==> config.mk <==
export PLATFORM = sky130hd
export DESIGN_NAME = i2c_c2t_link_arbiter
export DESIGN_NICKNAME = d
export VERILOG_FILES = /design/src/rtl/i2c_c2t_link_arbiter.sv
export SDC_FILE = /design/constraint.sdc
export NUM_CORES = 1
export LEC_CHECK = 0
export ABC_AREA = 1
export BUFFER_PORTS_ARGS = -buffer_cell sky130_fd_sc_hd__buf_2
export CORE_UTILIZATION = 53
export CTS_CLUSTER_DIAMETER = 50
export CTS_CLUSTER_SIZE = 14
export DETAILED_ROUTE_END_ITERATION = 10
export GPL_TIMING_DRIVEN = 0
export PLACE_DENSITY = 0.81
export SLEW_MARGIN = 25
export SYNTH_ARGS = -nofsm -noshare
export SYNTH_HDL_FRONTEND = slang
export SYNTH_SLANG_ARGS = --single-unit
==> constraint.sdc <==
create_clock -name clk -period 2.2 [get_ports clk]
set_input_delay 0.22 -clock clk [delete_from_list [all_inputs] [get_ports clk]]
set_output_delay 0.22 -clock clk [all_outputs]
set_load 0.1 [all_outputs]
==> src/rtl/i2c_c2t_link_arbiter.sv <==
// Round-robin arbiter that serialises one requester's frame at a time onto the
// C2T differential link: START, FRAME_W data bits MSB first, then STOP.
module i2c_c2t_link_arbiter #(
  parameter int NUM_REQ = 4,
  parameter int FRAME_W = 8
) (
  input  logic                       clk,
  input  logic                       reset,
  input  logic                       enable,
  input  logic [NUM_REQ-1:0]         req,
  input  logic [NUM_REQ*FRAME_W-1:0] req_data,
  output logic [NUM_REQ-1:0]         gnt,
  output logic                       busy,
  output logic                       c2tp,
  output logic                       c2tn
);
  localparam int PW = $clog2(NUM_REQ);
  localparam int CW = $clog2(FRAME_W);

  typedef enum logic [1:0] {IDLE, START, DATA, STOP} state_t;

  state_t                    state, state_d;
  logic [PW-1:0]             ptr, ptr_d;
  logic [CW-1:0]             cnt, cnt_d;
  logic [FRAME_W-1:0]        shreg, shreg_d;
  logic [NUM_REQ-1:0]        gnt_d;
  logic                      busy_d, c2tp_d, c2tn_d;
  logic [NUM_REQ-1:0][FRAME_W-1:0] data_arr;
  logic [PW-1:0]             win_idx, idx;
  logic [PW:0]               sum;
  logic                      win_vld, launch;

  assign data_arr = req_data;

  // Search starts at ptr, which always holds last winner + 1.
  always_comb begin
    win_vld = 1'b0;
    win_idx = '0;
    sum     = '0;
    idx     = '0;
    for (int i = 0; i < NUM_REQ; i++) begin
      sum = {1'b0, ptr} + (PW+1)'(i);
      if (sum >= (PW+1)'(NUM_REQ)) sum = sum - (PW+1)'(NUM_REQ);
      idx = sum[PW-1:0];
      if (!win_vld && req[idx]) begin
        win_vld = 1'b1;
        win_idx = idx;
      end
    end
  end

  always_comb begin
    state_d = state;
    ptr_d   = ptr;
    cnt_d   = cnt;
    shreg_d = shreg;
    gnt_d   = '0;
    busy_d  = busy;
    c2tp_d  = c2tp;
    c2tn_d  = c2tn;
    launch  = 1'b0;
    case (state)
      IDLE:  launch = enable && win_vld;
      START: begin
        state_d = DATA;
        cnt_d   = '0;
        c2tp_d  = shreg[FRAME_W-1];
        c2tn_d  = ~shreg[FRAME_W-1];
        shreg_d = {shreg[FRAME_W-2:0], 1'b0};
      end
      DATA: begin
        if (cnt == CW'(FRAME_W-1)) begin
          state_d = STOP;
          c2tp_d  = 1'b0;
          c2tn_d  = 1'b1;
        end else begin
          cnt_d   = cnt + 1'b1;
          c2tp_d  = shreg[FRAME_W-1];
          c2tn_d  = ~shreg[FRAME_W-1];
          shreg_d = {shreg[FRAME_W-2:0], 1'b0};
        end
      end
      STOP: begin
        launch  = enable && win_vld;
        state_d = IDLE;
        busy_d  = 1'b0;
        c2tp_d  = 1'b0;
        c2tn_d  = 1'b0;
      end
      default: state_d = IDLE;
    endcase
    // Grant overrides the STOP->IDLE defaults so frames run back to back.
    if (launch) begin
      state_d = START;
      gnt_d   = NUM_REQ'(1) << win_idx;
      shreg_d = data_arr[win_idx];
      ptr_d   = (win_idx == PW'(NUM_REQ-1)) ? '0 : win_idx + 1'b1;
      busy_d  = 1'b1;
      c2tp_d  = 1'b1;
      c2tn_d  = 1'b0;
    end
  end

  always_ff @(posedge clk or posedge reset) begin
    if (reset) begin
      state <= IDLE;
      ptr   <= '0;
      cnt   <= '0;
      shreg <= '0;
      gnt   <= '0;
      busy  <= 1'b0;
      c2tp  <= 1'b0;
      c2tn  <= 1'b0;
    end else begin
      state <= state_d;
      ptr   <= ptr_d;
      cnt   <= cnt_d;
      shreg <= shreg_d;
      gnt   <= gnt_d;
      busy  <= busy_d;
      c2tp  <= c2tp_d;
      c2tn  <= c2tn_d;
    end
  end
endmodule
== Word level (Yosys, flattened, before mapping) ==
Index checks and enable logic that the tools add are counted.

* Bits in registers: 22
* Bits in latches: 0
* Bits in writable memories: 0
* Memory bits (read-only): 0
* Memories: 0

* Add/subtract/negate cells: 9
* $mul: 0
* Div/mod/pow operators: 0
* $lt $le $gt $ge: 9
* Eq/ne operators: 8
* Shift operators: 1
* Muxes and demuxes: 41
* Bitwise gates (word level): 1
* Reductions and logical operators: 16

{| class="wikitable"
|+ Operator list
! cell !! number
|-
| 2-to-1 mux 8 bit || 3
|-
| 2-to-1 mux 2 bit || 11
|-
| binary-select mux 8 bit (select 2 bit) || 1
|-
| one-hot mux 8 bit (2 select lines) || 1
|-
| less-than comparator 2 x 3 -> 1 bit (second input constant) || 5
|-
| 2-to-1 mux 1 bit || 15
|-
| >= comparator 3 bit (second input constant) || 3
|-
| binary-select mux 1 bit (select 2 bit) || 4
|-
| subtractor 2 x 1 -> 2 bit (second input constant) || 4
|-
| adder 2 x 2 -> 3 bit (second input constant) || 2
|-
| equality test 2 bit (second input constant) || 3
|-
| != test 3 bit (second input constant) || 2
|-
| one-hot mux 1 bit (3 select lines) || 2
|-
| one-hot mux 2 bit (3 select lines) || 1
|-
| one-hot mux 3 bit (2 select lines) || 1
|-
| AND reduction 2 bit || 3
|-
| logical AND 1 bit || 4
|-
| 2-to-1 mux 4 bit || 1
|-
| nonzero test 2 bit || 2
|-
| nonzero test 4 bit || 1
|-
| left shift 1 x 2 -> 4 bit (first input constant) || 1
|-
| adder 2 x 1 -> 3 bit (second input constant) || 1
|-
| adder 3 x 1 -> 3 bit (second input constant) || 1
|-
| equality test 3 bit (second input constant) || 1
|-
| 10 further kinds || 12
|}

== Longest topological paths before layout ==
* Depth in word-level cells: 18
* Gate-level depth with buffers: 16

== Worst setup path after synthesis ==
No wires, ideal clock.

* Kind: register to register
* Start point: register ptr[0]
* End point: register ptr[1]
* Data arrival time: 1727 ps
* Path slack: 347 ps
* Cell stages (with the launch flop): 13
* Buffers on the path: 1
* Clock period less this slack: 1853 ps
* Path through: dfrtp_1 > buf_6 > inv_6 > nand2_1 > nand3_1 > nand2_1 > inv_1 > nand3_1 > nand3_4 > inv_1 > ha_1 > nand2_1 > o21ai_0

* Word-level cells in the longest chain between the ends: 16
* Elaborated cells between the ends (all ways): 42

{| class="wikitable"
|+ Ends and longest elaborated chain
! item !! line !! RTL
|-
| start: declaration || 23 || <nowiki>logic [PW-1:0] ptr, ptr_d;</nowiki>
|-
| start signal: assignment || 116 || <nowiki>ptr <= ptr_d;</nowiki>
|-
| parallel branches: the longest is 16 deep, another holds adder 2 x 1 -> 3 bit || n/a ||
|}

Parallel ways; which one is timed is not known. The select of a mux whose other input is x is not followed.
A chain may end at the register's enable or synchronous reset.

== Final worst setup path ==
Ends and elaborated chain as after synthesis.

==> flow_summary.json <==
{
  "place_hpwl_um": 2890,
  "yosys_warnings": 0,
  "grt_max_degree": 23,
  "crit_arrival_ns": 2.23,
  "io_pins": 46,
  "required_ns": 2.41,
  "path_class": "reg2reg",
  "num_vias": 1849,
  "clkTransAtPathRegs_ns": 0.13,
  "synth_area_um2": 1810,
  "layout.cells.non_filler": 374,
  "overflow": 0,
  "timing.final.crit_period_ns": 2.02,
  "ys_seq_area_share_pct": 30.3,
  "yosysUniqueCellTypes": 24,
  "ys.flop_type": "dfrtp_1",
  "chipHeight_um": 60.5,
  "wl_um": 3890,
  "fin_nets": 379,
  "fin_util_pct": 70.0,
  "worst_setup_path_end_kind": "register",
  "dieWidth_um": 60.5,
  "coreArea_um2": 3150,
  "syn_to_final_growth_pct": 21.6,
  "dp_cells": 366,
  "grt_pass1_wl_um": 6440,
  "cts_tree": "yes",
  "cts.sinks": 22,
  "cts-buffers-inserted": 3,
  "pre_cts_ws_ns": 0.115,
  "max_freq_ghz": 0.495,
  "rows": 20,
  "min_period_over_period_pct": 91.9,
  "cts_max_level": 1,
  "initial_core_util_pct": 57.5,
  "syn-num-nets": 325,
  "synth_area_per_cell_um2": 6.55,
  "nFillCells": 304,
  "dieArea_um2": 3660,
  "synth-edff-count": 0,
  "antenna_left": 0,
  "wire_per_inst_um": 10.4,
  "slew_headroom_pct": 45.9,
  "final.setup.worst_slack_ns": 0.179,
  "status": "finished clean",
  "clock-root-buffer": "clkbuf_4",
  "finalHoldViolCount": 0,
  "first_pass_iters": 4,
  "antenna_found_initial": 0,
  "drv_slew": 0,
  "synth_seq_cells": 22,
  "num_antenna_cells": 0,
  "io_buffers": 45,
  "drcViolationCount": 0,
  "grt_pass1_vias": 1580,
  "async_flop_share_pct": 100,
  "drive_gt1_share_pct": 24.5,
  "finClkSkew_ns": 0.00835,
  "drtIter0Drc": 82,
  "synthCells": 277,
  "worst_pin_slew_ns": 0.810,
  "drv_cap": 0,
  "hold_slack_ns": 0.0371,
  "multi_input_area_um2": 993,
  "start_kind": "register",
  "gp_congestion": 0.863,
  "vias_per_cell": 4.94,
  "insertion_delay_ns": 0.31,
  "seq_area_um2": 551,
  "min_path_type": "in2async",
  "postCtsHoldBufs": 0,
  "grtUsageTotal_pct": 22.9,
  "cp_max_fo": 11,
  "cts_buffer_depth": 2,
  "setup_viol": 0
}
## cell usage after synthesis, types with 2 or more instances
library cell | instances | area share (%)
nor2_1 | 24 | 5.0
nand2_2 | 5 | 1.7
inv_2 | 3 | 0.62
nand3_4 | 2 | 1.9
inv_1 | 50 | 10
a21oi_1 | 3 | 0.83
nand2_1 | 86 | 18
o21a_1 | 2 | 0.83
buf_2 | 3 | 0.83
dfrtp_1 | 22 | 30
nand3_1 | 31 | 8.6
buf_6 | 5 | 3.1
nand4_1 | 16 | 5.5
ha_1 | 9 | 6.2
o21ai_0 | 7 | 1.9
## path summary, 6_finish.rpt
check | startpoint | endpoint | slack (ns) | cells after the start
worst min-delay path | reset | c2tp | 0.04 | 2
worst min register to register | cnt[0] | cnt[0] | 0.49 | 1
worst max-delay path | ptr[0] | ptr[1] | 0.18 | 13
worst max register to register | ptr[0] | ptr[1] | 0.18 | 13
max in group asynchronous | reset | shreg[7] | 1.66 | 2
min in group clk | req_data[8] | shreg[0] | 0.24 | 5
## metal layers
metal / global-route usage [%] / wire [um] / vias to the layer above
li1: - / - / 971
met1: 30.1 / 1830 / 819
met2: 40.0 / 1870 / 57
met3: 3.84 / 176 / 2
met4: 3.90 / 13 / 0
met5: 0 / 0 / -
## worst max-delay path, stage by stage, from the launching register on
cell and delay, ns:
dfrtp_1 0.41, buf_6 0.15, inv_6 0.09, nand2_1 0.07, nand3_1 0.09, nand2_1 0.12
nor2_4 0.16, nand3_1 0.09, nand3_1 0.12, nand2_4 0.12, inv_4 0.13, ha_1 0.23
nand2_1 0.06, o21ai_0 0.07
## cells by family (layout without fill, tap and decap cells)
kind of cell | Yosys count | in the layout | share of synthesized area [%]
AO/OA/AOI/OAI | 15 | 15 | 5.24
buffers and inverters | 63 | 116 | 15.6
AND/OR/NAND/NOR | 168 | 168 | 42.6
adder cells (fa/ha/maj) | 9 | 9 | 6.21
flip-flops | 22 | 22 | 30.3
## sequential cells by signal, indices dropped and copies added, names as in the netlist
name,cells
state,2
busy,1
gnt,4
c2tp,1
ptr,2
cnt,3
shreg,8
c2tn,1
## cells in the final DEF, fill, tap and decap left out
cell and instances:
nand2_1 85, inv_1 50, buf_2 48, nand3_1 30, nor2_1 24, dfrtp_1 22, nand4_1 16, ha_1 9
o21ai_0 7, buf_6 5, nand2_2 5, a21oi_1 3, clkbuf_4 3, buf_4 3, inv_2 2, nand2_4 2
nand3_4 2, nand3_2 2, o21a_1 2, inv_6 1, nor2_4 1, inv_4 1, o21ai_1 1, clkbuf_2 1
a21oi_4 1, nor2_2 1, o21ai_2 1, bufinv_16 1, buf_12 1
## repair_timing
action / 4_1_cts / 5_1_grt
hold endpoints to repair: 0 / 0
endpoints found under the setup margin: 0 / 10
setup buffers: 0 / 4
resized for setup: 0 / 6
## per-stage QoR
stage | setup TNS (ns) | cell area, um2
finish | 0 | 2210
detailed placement | 0 | 2090
global route | -0.00161 | 2210
floorplan | 0 | 1810
global placement | 0 | 2090
CTS | 0 | 2150
## final cells by class
class	count	area share, %
clock buffers	3	1.02
inverters	54	9.53
plain buffers	9	3.46
clock inverters	1	1.36
flip-flops and latches	22	25.0
multi-input cells	192	45.0
repair buffers	49	12.1
well taps	44	2.50
Power is not shown: default switching activity piles up to over one toggle a cycle in this logic, so the estimate is an artifact.
